===== src/rtl/jam_n_if.sv =====
// Request/status bundle for the jam_n puzzle engine. The host drives move_en/move/undo
// and the engine reports the board, the empty slot, per-request accept/reject and status.
interface jam_n_if #(
  parameter int N  = 3,
  parameter int CW = 8
);
  localparam int S  = 2*N + 1;
  localparam int MW = $clog2(S);

  logic          move_en;
  logic [MW-1:0] move;
  logic          undo;
  logic [2*S-1:0] slots;
  logic [MW-1:0] empty_pos;
  logic          accept;
  logic          reject;
  logic [CW-1:0] move_cnt;
  logic          done;
  logic          stuck;

  modport master (
    output move_en, move, undo,
    input  slots, empty_pos, accept, reject, move_cnt, done, stuck
  );

  modport slave (
    input  move_en, move, undo,
    output slots, empty_pos, accept, reject, move_cnt, done, stuck
  );
endinterface


===== src/rtl/jam_n.sv =====
// Traffic-jam puzzle engine: N right-facing and N left-facing players in 2N+1 slots.
// Define JAM_UNDO_EN to build the one-level undo history; otherwise undo is ignored.

// Legality of moving the player in one slot, from the slot and its two neighbours
// on each side. Off-board neighbours are fed code 3, which matches no cell rule.
module jam_n_cell #(
  parameter bit STRICT = 1'b0
) (
  input  logic [1:0] c,
  input  logic [1:0] l1,
  input  logic [1:0] l2,
  input  logic [1:0] r1,
  input  logic [1:0] r2,
  output logic       legal
);
  localparam logic [1:0] EMPTY = 2'd0;
  localparam logic [1:0] LEFT  = 2'd1;
  localparam logic [1:0] RIGHT = 2'd2;

  logic slide_r, slide_l, jump_r, jump_l;

  // With exactly one empty cell, "neighbour is empty" is the same as e == m+-1 / m+-2.
  assign slide_r = (r1 == EMPTY) && (!STRICT || c == RIGHT);
  assign slide_l = (l1 == EMPTY) && (!STRICT || c == LEFT);
  assign jump_r  = (c == RIGHT) && (r1 == LEFT)  && (r2 == EMPTY);
  assign jump_l  = (c == LEFT)  && (l1 == RIGHT) && (l2 == EMPTY);
  assign legal   = (c != EMPTY) && (slide_r || slide_l || jump_r || jump_l);
endmodule

module jam_n #(
  parameter int N      = 3,
  parameter bit STRICT = 1'b0,
  parameter int CW     = 8
) (
  input logic clock,
  input logic reset_n,
  jam_n_if.slave bus
);
  localparam int S  = 2*N + 1;
  localparam int MW = $clog2(S);
  localparam logic [1:0] EMPTY = 2'd0;
  localparam logic [1:0] LEFT  = 2'd1;
  localparam logic [1:0] RIGHT = 2'd2;
  localparam logic [1:0] PAD   = 2'd3;

  typedef logic [S-1:0][1:0] board_t;

  function automatic board_t start_board();
    board_t b;
    for (int i = 0; i < S; i++)
      b[i] = (i < N) ? RIGHT : (i == N) ? EMPTY : LEFT;
    return b;
  endfunction

  function automatic board_t goal_board();
    board_t b;
    for (int i = 0; i < S; i++)
      b[i] = (i < N) ? LEFT : (i == N) ? EMPTY : RIGHT;
    return b;
  endfunction

  localparam board_t INIT = start_board();
  localparam board_t GOAL = goal_board();

  board_t        board, board_nxt;
  logic [CW-1:0] cnt;
  logic          accept_q, reject_q;
  logic [S+3:0][1:0] pad;
  logic [S-1:0]  legal_vec;
  logic [MW-1:0] empty_pos;
  logic [MW:0]   n_empty;
  logic [1:0]    cell_m;
  logic          legal_req;
  logic          done, stuck;

  assign pad = {PAD, PAD, board, PAD, PAD};

  for (genvar i = 0; i < S; i++) begin : g_cell
    jam_n_cell #(.STRICT(STRICT)) u_cell (
      .c    (pad[i+2]),
      .l1   (pad[i+1]),
      .l2   (pad[i]),
      .r1   (pad[i+3]),
      .r2   (pad[i+4]),
      .legal(legal_vec[i])
    );
  end

  // Out-of-range requests match no slot, so they stay illegal.
  always_comb begin
    empty_pos = '0;
    n_empty   = '0;
    cell_m    = EMPTY;
    legal_req = 1'b0;
    for (int i = 0; i < S; i++) begin
      if (board[i] == EMPTY) begin
        empty_pos = MW'(i);
        n_empty   = n_empty + (MW+1)'(1);
      end
      if (bus.move == MW'(i)) begin
        cell_m    = board[i];
        legal_req = legal_vec[i];
      end
    end
  end

  always_comb begin
    board_nxt = board;
    for (int i = 0; i < S; i++) begin
      if (empty_pos == MW'(i)) board_nxt[i] = cell_m;
      if (bus.move  == MW'(i)) board_nxt[i] = EMPTY;
    end
  end

  assign done  = (board == GOAL);
  assign stuck = !done && !(|legal_vec);

`ifdef JAM_UNDO_EN
  board_t        hist_board;
  logic [CW-1:0] hist_cnt;
  logic          hist_vld;
`else
  logic unused_undo;
  assign unused_undo = bus.undo;
`endif

  always_ff @(posedge clock or negedge reset_n) begin
    if (!reset_n) begin
      board    <= INIT;
      cnt      <= '0;
      accept_q <= 1'b0;
      reject_q <= 1'b0;
`ifdef JAM_UNDO_EN
      hist_board <= INIT;
      hist_cnt   <= '0;
      hist_vld   <= 1'b0;
`endif
    end else begin
      accept_q <= 1'b0;
      reject_q <= 1'b0;
`ifdef JAM_UNDO_EN
      // Undo wins; a move requested in the same cycle is silently dropped.
      if (bus.undo) begin
        if (hist_vld) begin
          board    <= hist_board;
          cnt      <= hist_cnt;
          hist_vld <= 1'b0;
          accept_q <= 1'b1;
        end else begin
          reject_q <= 1'b1;
        end
      end else
`endif
      if (bus.move_en) begin
        if (legal_req && !done) begin
          board    <= board_nxt;
          if (cnt != '1) cnt <= cnt + CW'(1);
          accept_q <= 1'b1;
`ifdef JAM_UNDO_EN
          hist_board <= board;
          hist_cnt   <= cnt;
          hist_vld   <= 1'b1;
`endif
        end else begin
          reject_q <= 1'b1;
        end
      end
    end
  end

  a_one_empty: assert property (@(posedge clock) disable iff (!reset_n) n_empty == (MW+1)'(1));

  assign bus.slots     = board;
  assign bus.empty_pos = empty_pos;
  assign bus.accept    = accept_q;
  assign bus.reject    = reject_q;
  assign bus.move_cnt  = cnt;
  assign bus.done      = done;
  assign bus.stuck     = stuck;
endmodule


===== src/flat_wrapper.sv =====
// flat-port wrapper written by rule: the top's interface ports become plain ports
module jam_n_flat 
#(
  parameter int N      = 3,
  parameter bit STRICT = 1'b0,
  parameter int CW     = 8
)
  (clock, reset_n, bus_move_en, bus_move, bus_undo, bus_slots, bus_empty_pos, bus_accept, bus_reject, bus_move_cnt, bus_done, bus_stuck);
  jam_n_if #(.N(N), .CW(CW)) bus_i ();
  input logic clock;
  input logic reset_n;
  input wire logic [$bits(bus_i.move_en)-1:0] bus_move_en;
  input wire logic [$bits(bus_i.move)-1:0] bus_move;
  input wire logic [$bits(bus_i.undo)-1:0] bus_undo;
  output wire logic [$bits(bus_i.slots)-1:0] bus_slots;
  output wire logic [$bits(bus_i.empty_pos)-1:0] bus_empty_pos;
  output wire logic [$bits(bus_i.accept)-1:0] bus_accept;
  output wire logic [$bits(bus_i.reject)-1:0] bus_reject;
  output wire logic [$bits(bus_i.move_cnt)-1:0] bus_move_cnt;
  output wire logic [$bits(bus_i.done)-1:0] bus_done;
  output wire logic [$bits(bus_i.stuck)-1:0] bus_stuck;
  assign bus_i.move_en = bus_move_en;
  assign bus_i.move = bus_move;
  assign bus_i.undo = bus_undo;
  assign bus_slots = bus_i.slots;
  assign bus_empty_pos = bus_i.empty_pos;
  assign bus_accept = bus_i.accept;
  assign bus_reject = bus_i.reject;
  assign bus_move_cnt = bus_i.move_cnt;
  assign bus_done = bus_i.done;
  assign bus_stuck = bus_i.stuck;
  jam_n #(.N(N), .STRICT(STRICT), .CW(CW)) u_core (.clock(clock), .reset_n(reset_n), .bus(bus_i));
endmodule

===== config.mk =====
export PLATFORM = sky130hd
export DESIGN_NAME = jam_n_flat
export DESIGN_NICKNAME = d
export VERILOG_FILES = /design/src/rtl/jam_n_if.sv /design/src/rtl/jam_n.sv /design/src/flat_wrapper.sv
export SDC_FILE = /design/constraint.sdc
export NUM_CORES = 1
export LEC_CHECK = 0
export CAP_MARGIN = 20
export CELL_PAD_IN_SITES_DETAIL_PLACEMENT = 1
export CELL_PAD_IN_SITES_GLOBAL_PLACEMENT = 1
export CORE_MARGIN = 2
export CORE_UTILIZATION = 30
export CTS_BUF_LIST = sky130_fd_sc_hd__clkbuf_16
export DETAILED_ROUTE_END_ITERATION = 8
export GPL_TIMING_DRIVEN = 0
export MAX_ROUTING_LAYER = met4
export PLACE_DENSITY_LB_ADDON = 0.15
export REMOVE_ABC_BUFFERS = 1
export SYNTH_ARGS = -nofsm -noshare
export SYNTH_HDL_FRONTEND = slang
export SYNTH_SLANG_ARGS = --single-unit

===== constraint.sdc =====
create_clock -name clock -period 5.25 [get_ports clock]
set_clock_uncertainty 0.15 [all_clocks]
set_input_delay 1.05 -clock clock [delete_from_list [all_inputs] [get_ports clock]]
set_output_delay 1.05 -clock clock [all_outputs]
set_load 0.1 [all_outputs]

==> results of run 1 <==
-- cells in the final DEF (no fill, tap or decap), types with 2 or more instances in the layout --
cell type / n
a21oi_1: 9
nand2b_1: 2
a21o_1: 2
o31a_1: 2
dfrtp_1: 18
nor2b_1: 5
nand3_1: 6
nor4_1: 3
inv_1: 4
o21ai_0: 4
a32o_1: 5
dfstp_2: 6
a31oi_1: 3
o22ai_1: 4
a41oi_1: 8
nor2_1: 18
nor4bb_1: 3
clkbuf_16: 3
xnor2_1: 6
nor3_1: 7
and3_1: 7
nand2_1: 8
mux2i_1: 3
clkdlybuf4s50_1: 34
and2_1: 2
o31ai_1: 3
mux2_2: 4
nand4_1: 7
or2_2: 4
o211ai_1: 2
-- registers in the layout, indices dropped and copies added (netlist names) --
| signal | cells |
|---|---|
| u_core.bus.slots | 14 |
| u_core.bus.reject | 1 |
| u_core.bus.move_cnt | 8 |
| u_core.bus.accept | 1 |
-- metrics by stage --
| step | area [um^2] | cells | power [mW] |
|---|---|---|---|
| 3_3_place_gp | 2080 | 283 | 0.451 |
| 4_1_cts | 2150 | 286 | 0.618 |
| 2_1_floorplan | 1650 | 177 | 0.390 |
| 3_5_place_dp | 2080 | 283 | 0.453 |
| 5_1_grt | 2180 | 287 | 0.641 |
| 6_report | 2180 | 287 | 0.614 |
-- cell type report --
| class | instances | area (um^2) | share of cell area |
|---|---|---|---|
| clock buffer | 3 | 75.1 | 0.0344 |
| inverter | 4 | 15.0 | 0.00688 |
| multi-input combinational | 149 | 1030 | 0.470 |
| sequential | 24 | 608 | 0.279 |
| tap | 72 | 90.1 | 0.0413 |
| timing repair buffer | 35 | 368 | 0.169 |
-- per-layer routing --
layer	GRT usage	routed length, um	vias up
li1	-	-	793
met1	0.238	2410	889
met2	0.333	2850	46
met3	0.0215	257	2
met4	0.0373	25	0
met5	-	0	-
-- final timing paths --
kind | from | to | slack (ns) | cells after the start
worst min-delay path | u_core.bus.move_cnt[2]$_DFFE_PN0P_ | u_core.bus.move_cnt[2]$_DFFE_PN0P_ | 0.38 | 1
max in group asynchronous | reset_n | u_core.bus.slots[5]$_DFFE_PN1P_ | 3.56 | 2
worst min register to register | u_core.bus.move_cnt[2]$_DFFE_PN0P_ | u_core.bus.move_cnt[2]$_DFFE_PN0P_ | 0.38 | 1
min in group asynchronous | reset_n | u_core.bus.move_cnt[0]$_DFFE_PN0P_ | 0.91 | 1
worst max-delay path | u_core.bus.slots[6]$_DFFE_PN0P_ | bus_stuck | 0.93 | 7
worst max register to register | u_core.bus.slots[6]$_DFFE_PN0P_ | u_core.bus.move_cnt[1]$_DFFE_PN0P_ | 2.12 | 6
-- power by group through the flow --
stage / clock network (mW) / logic, mW / registers (mW)
2_1_floorplan: 0 / 0.0391 / 0.350
3_3_place_gp: 0 / 0.227 / 0.225
3_5_place_dp: 0 / 0.228 / 0.226
4_1_cts: 0.166 / 0.228 / 0.223
5_1_grt: 0.176 / 0.240 / 0.226
6_report: 0.162 / 0.229 / 0.223
-- cells by family after synthesis --
group                      share of synthesized area
and+or+nand+nor                                0.275
buffers and inverters                         0.0564
adders and majority gates                    0.00722
xor gates and xnor gates                      0.0303
DFF                                            0.351
AOI/OAI and AO/OA                              0.217
muxes                                         0.0629
==> key figures, run 1 <==
Yosys
  • YS warnings: 0
  • Distinct cells, synth: 54
  • Ys async rst share: 1.00
  • Avg Cell Area, Syn: 9.07 um^2
  • Synthesized cell area: 0.00173 mm^2
  • Post-Syn Instances: 191
  • Main synth FF type: dfrtp_1
  • Sequential area share after synthesis: 0.351
  • Area leader, netlist: dfrtp_1
  • Synth top area share: 0.260
  • Post-synth EDFFs: 0
  • Synth Register Bits: 24
  • Synth cell count leaders: dfrtp_1, nor2_1, a21oi_1
  • Ranking of synthesized cells by area: dfrtp_1, dfstp_2, a41oi_1

Global route
  • Vias in the first global route: 1770
  • GRT overflow: 0
  • First-pass GRT wire length: 9310 um
  • Total track usage: 0.190
  • Initial antenna violation count: 0
  • Largest net degree at the start of global routing: 25

Cells and area
  • P&R area growth vs syn: 26.0%
  • Final antenna diode count: 0
  • Layout Nets: 225
  • Fill cell count: 646
  • Final Core Density: 0.394
  • Fraction of layout cells with a size suffix above 1: 0.107

Clocking
  • Clock transition at the registers of the reported paths: approximately 0.060 ns
  • Post-CTS sizing: 0
  • H-Tree Depth: 1
  • Sink Count: 24
  • Hold-fix buffers at CTS: 0
  • Clock Path Buffers: 2
  • CTS Buf Count: 3
  • Post CTS Setup Buffer Count: 0
  • CTS tree: built
  • Clock Latency Late Sink: 0.25 ns
  • CTS Root Cell: clkbuf_16

STA
  • Min Tclk post-route: ~4.3 ns
  • Fin. Hold Viols: 0
  • Final hold slack: 0.379 ns
  • Max-slew headroom: 0.347
  • Setup TNS: 0 ns
  • Pins over their slew limit: 0
  • PnR worst setup slack: slightly above 0.9 ns
  • Final setup viols: 0
  • Worst-Margin Slew: 0.977 ns
  • Crit share post-route: 0.823
  • Max Clk Rate: 231 MHz
  • RSZ-0062 raised after global routing: no

Die
  • # rows: 27
  • Starting Density: 0.313
  • I/O pin cnt: 36
  • Chip Width: 80.0 um
  • Core area: 0.00554 mm^2
  • Die Y: 80.0 um
  • Die area: ~0.0064 mm^2

Setup path
  • Crit path cell chain: or2_2 > o21ai_0 > nand3_1 > nor3_1 > nand3_1 > nor3_1 > clkdlybuf4s50_1
  • Crit path kind: reg -> out
  • CP Max Fanout: 11
  • Setup crit end kind: primary output
  • CP max stage cell: clkdlybuf4s50_1
  • Buffer and inverter count on the worst path: 1
  • Crit-path max cell delay: 1.16 ns
  • Crit start category: register
  • Delay-heaviest family, CP: buffers and inverters
  • Critical path arrival: 3.12 ns
  • CP Data Required Time: slightly above 4 ns

Power
  • Sw Ratio: 0.414
  • Seq pwr share: 0.363
  • Pleak: about 0.88 nW
  • Clk network pwr share: 0.264
  • Maximum vdd drop: 0.243 mV
  • Internal power: between 0.3 and 0.4 mW
  • Comb pwr share: 0.373
  • Net Switching: 0.254 mW
  • PD cells: 281 mW/mm^2

Detailed routing
  • Vias per cell: 6.03
  • DR pass1 iterations: 4
  • Post-route ant nets: 0
  • Routed wire length per instance: 19.3 um
  • DRC Markers: 0
  • Via count: around 1700
  • Starting DRT DRC Count: 92
  • Drt total wl: approximately 5500 um

Place
  • # port buffers: 34
  • Setup Slack @ Placement: 0.904 ns
  • Routability Congestion: 0.899
  • Final HPWL DP: 4050 um

Run
  • Max-Cap Viols: 0

Outcome
  • Status: complete, no violations

Min path
  • Worst min path class: reg -> reg
Note: power is estimated with default switching activity, not from simulation.
==> run 2: changes to the inputs <==
==> constraint.sdc (replaced) <==
create_clock -name clock -period 3.6 [get_ports clock]
set_clock_uncertainty 0.15 [all_clocks]
set_input_delay 0.72 -clock clock [delete_from_list [all_inputs] [get_ports clock]]
set_output_delay 0.72 -clock clock [all_outputs]
set_load 0.1 [all_outputs]
==> run 2 against run 1 <==
  * Largest cell class unchanged
  * Global-route usage unchanged
  * Largest power group unchanged
  * Critical path depth is 3 lower
  * Utilization is essentially flat
  * Total power grew 46%
  * Die area stayed put
  * Sequential power rose by 46%
  * Wire length increased by 0.43%
==> key figures, run 2 (same netlist as run 1, synthesis figures left out) <==
Outcome
  • Status: complete, no violations

Clocking
  • Clock Latency Late Sink: 0.25 ns (about the same)
  • CTS tree: built
  • Sink Count: 24 (unchanged)
  • H-Tree Depth: 1 (unchanged)
  • CTS Buf Count: 3 (unchanged)
  • Clock transition at the registers of the reported paths: 0.06 ns (about the same)
  • CTS Root Cell: clkbuf_16
  • Clock Path Buffers: 2 (unchanged)
  • Post CTS Setup Buffer Count: 0 (unchanged)

Power
  • Maximum vdd drop: 0.355 mV (+46%)
  • PD cells: 410 mW/mm^2 (+46%)
  • Pleak: 0.899 nW (+2.2%)

Run
  • Max-Cap Viols: 0 (unchanged)

Cells and area
  • Fin area: 0.00218 mm^2 (about the same)
  • P&R area growth vs syn: 26.1% (about the same)
  • Most common cell after layout, fill and taps aside: clkdlybuf4s50_1
  • Max FFs per register: 14 (unchanged)
  • Most frequent cells in the layout: clkdlybuf4s50_1, nor2_1, dfrtp_1, a21oi_1
  • Final antenna diode count: 0 (unchanged)
  • Fraction of layout cells with a size suffix above 1: 0.121 (+0.0140)
  • Layout Nets: 225 (unchanged)

Global route
  • Total track usage: 0.190 (unchanged)
  • Vias in the first global route: 1770 (unchanged)
  • Initial antenna violation count: 0 (unchanged)
  • Met2 usage: 0.333 (unchanged)
  • GRT overflow: 0 (unchanged)
  • GR peak layer: met2
  • First-pass GRT wire length: 9310 um (unchanged)
  • Met1 GRT Util: 0.238 (unchanged)
  • Largest net degree at the start of global routing: 25 (unchanged)
  • Met3 usage in global routing: 0.0215 (unchanged)

Setup path
  • CP Max Fanout: 9 (-2)
  • Critical path arrival: 2.54 ns (-0.58 ns)
  • Crit path kind: reg -> out
  • Setup crit end kind: primary output
  • Crit start category: register
  • CP Data Required Time: 2.73 ns (-1.32 ns)

Detailed routing
  • DRC Markers: 0 (unchanged)
  • Starting DRT DRC Count: 103 (+12%)
  • Via count: 1729 (-0.058%)
  • DR pass1 iterations: 4 (unchanged)
  • Routed wire length per instance: 19.4 um (+0.43%)
  • Post-route ant nets: 0 (unchanged)
  • Vias per cell: 6.02 (about the same)
  • Drt total wl: 5570 um (+0.43%)

STA
  • RSZ-0062 raised after global routing: no
  • Final setup viols: 0 (unchanged)
  • Max-slew headroom: 0.347 (unchanged)
  • Setup TNS: 0 ns (unchanged)
  • PnR worst setup slack: 0.187 ns (-0.741 ns)
  • Max Clk Rate: 293 MHz
  • Fin. Hold Viols: 0 (unchanged)
  • Final hold slack: 0.379 ns (-0.00000600 ns)
  • Crit share post-route: 0.948
  • Min Tclk post-route: 3.41 ns
  • Pins over their slew limit: 0 (unchanged)
  • Worst-Margin Slew: 0.977 ns (unchanged)

Die
  • Chip Width: 80.0 um (unchanged)
  • Starting Density: 0.313 (unchanged)
  • # rows: 27 (unchanged)
  • Die area: 0.00640 mm^2 (unchanged)
  • Core area: 0.00554 mm^2 (unchanged)
  • I/O pin cnt: 36 (unchanged)
  • Die Y: 80.0 um (unchanged)

Place
  • Final HPWL DP: 4050 um (unchanged)
  • # port buffers: 34 (unchanged)
  • Setup Slack @ Placement: -0.416 ns (-1.32 ns)
  • Routability Congestion: 0.899 (unchanged)
  • Area post-placement: 0.00208 mm^2 (unchanged)

Min path
  • Worst min path class: reg -> reg
[run 2: routing by layer]
| layer | vias to the layer above | share of wire |
|---|---|---|
| li1 | 794 | - |
| met5 | - | 0 |
| met2 | 40 | 0.51 |
| met3 | 4 | 0.038 |
| met4 | 0 | 0.0068 |
| met1 | 891 | 0.44 |
[run 2: layout make-up]
type	instances	area [um^2]
clock buffer	3	75.1
fill	647	3360
inverter	4	15.0
multi-input combinational	149	1030
sequential	24	608
tap	72	90.1
timing repair buffer	35	363
[run 2: where the power goes]
group          internal (mW)  total (mW)  switching, mW
sequential             0.296       0.325         0.0290
combinational         0.0821       0.335          0.253
clock                  0.147       0.236         0.0892
total                  0.525       0.896          0.371
[run 2: timing repair]
action / in CTS / in global routing
hold endpoints to repair: 0 / 0
cloned: 0 / 0
hold buffers: 0 / 0
resized for setup: 7 / 4
setup endpoints to repair: 17 / 11
[run 2: metrics by stage]
step	std cells	power, mW	util
global route	287	0.936	0.394
finish	287	0.896	0.394
floorplan	177	0.568	-
global placement	283	0.658	0.375
detailed placement	283	0.661	0.375
CTS	286	0.901	0.389
[run 2: critical path, stage by stage (launching register included)]
cell and delay (ns):
dfrtp_1 0.49, nor2_1 0.43, nor2_1 0.13, o32ai_1 0.33
dlygate4sd2_1 0.90
[run 2: worst paths after layout]
check	startpoint	to	slack, ns	cells after the start
max	u_core.bus.slots[4]$_DFFE_PN0P_	bus_empty_pos[1]	0.19	4
max reg2reg	u_core.bus.slots[6]$_DFFE_PN0P_	u_core.bus.move_cnt[6]$_DFFE_PN0P_	0.74	6
min in group asynchronous	reset_n	u_core.bus.move_cnt[0]$_DFFE_PN0P_	0.58	1
max in group asynchronous	reset_n	u_core.bus.slots[5]$_DFFE_PN1P_	2.24	2
min reg2reg	u_core.bus.move_cnt[2]$_DFFE_PN0P_	u_core.bus.move_cnt[2]$_DFFE_PN0P_	0.38	1
min	u_core.bus.move_cnt[2]$_DFFE_PN0P_	u_core.bus.move_cnt[2]$_DFFE_PN0P_	0.38	1
